`config.mk`:
```
export PLATFORM = sky130hd
export DESIGN_NAME = regfile_seq_ctrl
export DESIGN_NICKNAME = d
export VERILOG_FILES = /design/src/rtl/regfile_seq_ctrl.sv
export SDC_FILE = /design/constraint.sdc
export NUM_CORES = 1
export LEC_CHECK = 0
export ABC_AREA = 1
export ABC_CLOCK_PERIOD_IN_PS = 7200
export CORE_ASPECT_RATIO = 0.6
export CORE_MARGIN = 4
export CORE_UTILIZATION = 25
export DETAILED_ROUTE_END_ITERATION = 6
export GPL_ROUTABILITY_DRIVEN = 0
export PLACE_DENSITY = 0.57
export SLEW_MARGIN = 30
export SYNTH_ARGS = -nofsm -noshare
export SYNTH_HDL_FRONTEND = slang
export SYNTH_SLANG_ARGS = --single-unit
```
`constraint.sdc`:
```
create_clock -name clk -period 7.2 [get_ports clk]
set_clock_uncertainty 0.05 [all_clocks]
set_input_delay 1.44 -clock clk [delete_from_list [all_inputs] [get_ports clk]]
set_output_delay 1.44 -clock clk [all_outputs]
set_load 0.03 [all_outputs]
```
`src/rtl/regfile_seq_ctrl.sv`:
```
// Register-file port sequencer: passes core accesses through when idle and
// runs fixed special-register move sequences for exception entry, IRQ entry and ERET.
module regfile_seq_ctrl #(
  parameter int          SPSR_COUNT   = 6,
  parameter logic [63:0] IRQ_SYNDROME = 64'h0000_0000_0000_0001
) (
  input  logic        clk,
  input  logic        rst,
  input  logic [5:0]  core_rd_reg,
  input  logic [5:0]  core_wr_reg,
  input  logic        core_wr_fromreg,
  input  logic        core_wr_fromimm,
  input  logic [63:0] core_din,
  input  logic        exc_req,
  input  logic [63:0] exc_syndrome,
  input  logic        irq_req,
  input  logic        eret_req,
  input  logic [2:0]  cur_mode,
  input  logic [11:0] new_cpsr,
  output logic [5:0]  rd_reg,
  output logic [5:0]  wr_reg,
  output logic        wr_fromreg,
  output logic        wr_fromimm,
  output logic [63:0] din_reg,
  output logic        busy,
  output logic        done,
  output logic        seq_err
);

  localparam logic [5:0] REG_PC   = 6'd32;
  localparam logic [5:0] REG_ESR  = 6'd33;
  localparam logic [5:0] REG_ELR  = 6'd34;
  localparam logic [5:0] REG_CPSR = 6'd35;
  localparam logic [5:0] REG_SPSR = 6'd36;
  localparam logic [5:0] REG_IVP  = 6'd42;
  localparam logic [5:0] REG_EVP  = 6'd43;

  typedef enum logic [2:0] {
    IDLE, E_PC, E_PSR, E_SYN, E_CPSR, E_VEC, R_PC, R_PSR
  } state_t;

  state_t      state;
  logic [2:0]  mode_q;
  logic [11:0] cpsr_q;
  logic [63:0] syn_q;
  logic        vec_irq_q;
  logic        irq_pending;

  logic irq_any;
  logic mode_bad;
  logic [5:0] spsr_id;

  assign irq_any  = irq_req | irq_pending;
  assign mode_bad = (32'(cur_mode) >= 32'(SPSR_COUNT));
  assign spsr_id  = REG_SPSR + {3'b000, mode_q};
  assign busy     = (state != IDLE);

  always_ff @(posedge clk or posedge rst) begin
    if (rst) begin
      state       <= IDLE;
      mode_q      <= '0;
      cpsr_q      <= '0;
      syn_q       <= '0;
      vec_irq_q   <= 1'b0;
      irq_pending <= 1'b0;
      done        <= 1'b0;
      seq_err     <= 1'b0;
    end else begin
      done    <= (state == E_VEC) || (state == R_PSR);
      seq_err <= 1'b0;
      case (state)
        IDLE: begin
          if (exc_req) begin
            // a coincident irq is deferred, a coincident eret is dropped
            if (irq_req)  irq_pending <= 1'b1;
            if (eret_req) seq_err     <= 1'b1;
            if (mode_bad) begin
              seq_err <= 1'b1;
            end else begin
              mode_q    <= cur_mode;
              cpsr_q    <= new_cpsr;
              syn_q     <= exc_syndrome;
              vec_irq_q <= 1'b0;
              state     <= E_PC;
            end
          end else if (irq_any) begin
            irq_pending <= 1'b0;
            if (eret_req) seq_err <= 1'b1;
            if (mode_bad) begin
              seq_err <= 1'b1;
            end else begin
              mode_q    <= cur_mode;
              cpsr_q    <= new_cpsr;
              syn_q     <= IRQ_SYNDROME;
              vec_irq_q <= 1'b1;
              state     <= E_PC;
            end
          end else if (eret_req) begin
            if (mode_bad) begin
              seq_err <= 1'b1;
            end else begin
              mode_q <= cur_mode;
              state  <= R_PC;
            end
          end
        end
        default: begin
          if (irq_req) irq_pending <= 1'b1;
          if (exc_req || eret_req) seq_err <= 1'b1;
          case (state)
            E_PC:    state <= E_PSR;
            E_PSR:   state <= E_SYN;
            E_SYN:   state <= E_CPSR;
            E_CPSR:  state <= E_VEC;
            R_PC:    state <= R_PSR;
            default: state <= IDLE;
          endcase
        end
      endcase
    end
  end

  always_comb begin
    rd_reg     = '0;
    wr_reg     = '0;
    wr_fromreg = 1'b0;
    wr_fromimm = 1'b0;
    din_reg    = '0;
    case (state)
      IDLE: begin
        rd_reg     = core_rd_reg;
        wr_reg     = core_wr_reg;
        wr_fromreg = core_wr_fromreg;
        wr_fromimm = core_wr_fromimm;
        din_reg    = core_din;
      end
      E_PC:   begin rd_reg = REG_PC;   wr_reg = REG_ELR;  wr_fromreg = 1'b1; end
      E_PSR:  begin rd_reg = REG_CPSR; wr_reg = spsr_id;  wr_fromreg = 1'b1; end
      E_SYN:  begin wr_reg = REG_ESR;  wr_fromimm = 1'b1; din_reg = syn_q; end
      E_CPSR: begin wr_reg = REG_CPSR; wr_fromimm = 1'b1; din_reg = {52'b0, cpsr_q}; end
      E_VEC: begin
        rd_reg     = vec_irq_q ? REG_IVP : REG_EVP;
        wr_reg     = REG_PC;
        wr_fromreg = 1'b1;
      end
      R_PC:   begin rd_reg = REG_ELR;  wr_reg = REG_PC;   wr_fromreg = 1'b1; end
      R_PSR:  begin rd_reg = spsr_id;  wr_reg = REG_CPSR; wr_fromreg = 1'b1; end
      default: ;
    endcase
  end

endmodule

```
==> impl_metrics.csv <==
group,metric,value,unit
floorplanning,die_x,180,microns
setup_path,worstSetupStartpointType,"flop",
timing,rsz0062_at_grt,"false",
timing,setup_violations,0,
synth,syn-num-nets,818,
min_path,hold_path.startpoint,"cpsr_q[0]$_DFFE_PP0P_",
setup_path,critical_path_arrival,3.01,ns
timing,holdWs,0.418,ns
synth,synth-seq-cells,86,
setup_path,crit-reg2reg-capture,"syn_q[38]$_DFFE_PP0P_",
power,power.density,410,mW/mm^2
floorplanning,die-area,0.0200,sq mm
clocking,post-cts-setup-buffers,0,
flow_run,drv_cap,0,
synth,yosysWarnings,0,
route,num_vias,4650,
setup_path,reg2reg_slack,4.22,ns
clocking,clkSinkCount,86,
synth,synth-seq-area-share,0.485,
layout,layout.nets,1044,
placement,dpl.hpwl,11100,microns
clocking,worstSkewPairLatency,0.32,ns
layout,stdcell_area,0.00731,sq mm
setup_path,rr_worst_depth,8,
timing,worst_pin_slew,0.720,ns
timing,period_needed,4.50,ns
global_route,track_usage,0.150,
min_path,hold_path_end,"cpsr_q[0]$_DFFE_PP0P_",
power,intPower,1.60,mW
placement,portBuffers,242,
floorplanning,die_h,111,microns
power,ir_worst_vdd,0.161,mV
setup_path,path_class,"flop to output port",
timing,drv_slew,0,
route,wirelength,15300,microns
layout,drive_gt1_frac,0.0383,
timing,setup_ws,2.70,ns
power,p_leak,3.62,nW
timing,fmax,222,MHz
setup_path,crit_fanout,56,
setup_path,cp.required,5.71,ns
route,drt-initial-drc-count,357,
setup_path,reg2reg_from,"state[1]$_DFFE_PP0P_",
clocking,htreeDepth,3,
timing,max_slew_margin,0.519,
synth,synth_area,0.00444,sq mm
clocking,post_cts_resized,0,
floorplanning,start_util,0.257,
route,wl_per_cell,13.6,microns
power,switching_share,0.466,
power,p_sw,1.40,mW
synth,avgSynthCellArea,6.77,sq um
route,drt_drc_violations_left,0,
route,drt_first_pass_iters,6,
route,via_per_inst,4.15,
synth,synth_cell_type_count,21,
layout,mostFrequentLayoutCell,"nand2_1",
synth,postSynthCellCount,656,
min_path,hold_path_class,"flop to flop",
layout,final_cell_mix,"463 x nand2_1, 242 x clkdlybuf4s50_1, 86 x dfrtp_1, 21 x nand3_1, 18 x nor2_1",
global_route,antenna_found_initial,0,
clocking,cts_tree,"yes",
placement,place_ws,2.88,ns
power,seqPwrFrac,0.284,
power,p_clk_frac,0.142,
floorplanning,core,0.0173,sq mm
floorplanning,io_pins,243,
clocking,postCtsHoldBufs,0,
layout,antenna_cells,0,
floorplanning,num_rows,37,
global_route,grt_max_degree,79,
status,status,"finished, final reports clean",
setup_path,critPathCaptureType,"output port",
clocking,cts_buffers,9,
layout,nFillCells,1806,
route,antenna_left,0,
timing,finalHoldViolations,0,
global_route,grt_pass1_wl,24600,microns
global_route,grt_overflow,0,
min_path,hold_depth,2,
timing,period_share,0.625,
placement,placed_area,0.00702,sq mm
clocking,cts.path.max_buffers,2,
layout,area_delta_synth_final,64.7,%
clocking,cts-root-buf,"clkbuf_16",
clocking,cts.reportedPaths.clkPinSlew,0.06,ns
power,pwr-share-comb,0.574,
global_route,grt_pass1_vias,4669,
timing,tns,0,ns
## per-layer routing
layer  track usage  vias up  routed length, microns
met4        0.0242        0                      69
met1         0.217     2037                    7570
met3        0.0593        5                    1440
met5             0        -                       0
met2         0.216      186                    6200
li1              -     2422                       -
## worst max-delay path: stages, from the launching register on
cell and delay [ns]:
dfrtp_1 0.50, clkinv_2 0.15, nand2_2 0.07, nor2_4 0.43, buf_4 0.59, nand2_1 0.12
nand3_1 0.09, clkdlybuf4s50_1 0.70
## per-stage QoR
stage	instances	utilization	total power [mW]
2_1_floorplan	656	-	1.91
3_3_place_gp	1104	0.407	2.58
3_5_place_dp	1104	0.407	2.59
4_1_cts	1120	0.422	3.04
5_1_grt	1121	0.423	3.24
6_report	1121	0.423	3.00
## flip-flops by register name, indices dropped and copies added, names as in the netlist
name and cells:
cpsr_q 12, done 1, irq_pending 1, mode_q 3
seq_err 1, state 3, syn_q 64, vec_irq_q 1
## synthesized netlist by cell type
master	number	area, sq um
nor2_4	2	22.5
or2_2	2	12.5
buf_6	3	33.8
nand2_1	463	1740
and2_1	1	6.26
dfrtp_1	86	2150
nor2_2	2	12.5
clkinv_2	1	5.00
nand4_1	1	6.26
buf_2	26	130
clkbuf_1	2	7.51
nand3_1	21	105
buf_4	2	15.0
inv_1	11	41.3
nor2_1	19	71.3
inv_2	2	7.51
o21ai_0	7	35.0
nand2_2	1	6.26
a21oi_1	1	5.00
o22ai_1	1	6.26
nand3_2	2	20.0
## final cells by class
type | instances | area, sq um | share of cell area
clock inverters | 5 | 36.3 | 0.00496
clock buffers | 11 | 233 | 0.0318
inverters | 14 | 55.1 | 0.00753
well taps | 234 | 293 | 0.0400
repair buffers | 248 | 2480 | 0.339
multi-input cells | 523 | 2060 | 0.282
flip-flops and latches | 86 | 2150 | 0.294
## cell families after synthesis
group / count (synthesis) / share of synthesized area
buf+inv: 47 / 0.0541
compound gates: 9 / 0.0104
simple gates: 514 / 0.451
flops: 86 / 0.485
## how the worst max path moves through the flow
| stage | from | end | slack, ns | cells after the start |
|---|---|---|---|---|
| after CTS | state[1]$_DFFE_PP0P_ | din_reg[3] | 2.60 | 7 |
| final | state[1]$_DFFE_PP0P_ | din_reg[3] | 2.70 | 7 |
| after global routing | state[1]$_DFFE_PP0P_ | din_reg[3] | 2.42 | 7 |
| after global placement | core_din[53] | din_reg[53] | 2.87 | 4 |
| after floorplan | rst | cpsr_q[0]$_DFFE_PP0P_ | 3.49 | 1 |
| after detailed placement | core_din[53] | din_reg[53] | 2.88 | 4 |
## power by group through the flow
stage	logic, mW	clock network (mW)	registers [mW]
floorplan	1.10	0	0.817
global placement	1.73	0	0.851
detailed placement	1.74	0	0.851
CTS	1.74	0.445	0.849
global route	1.89	0.467	0.880
finish	1.72	0.425	0.851
Note: power is estimated with default switching activity, not from simulation.
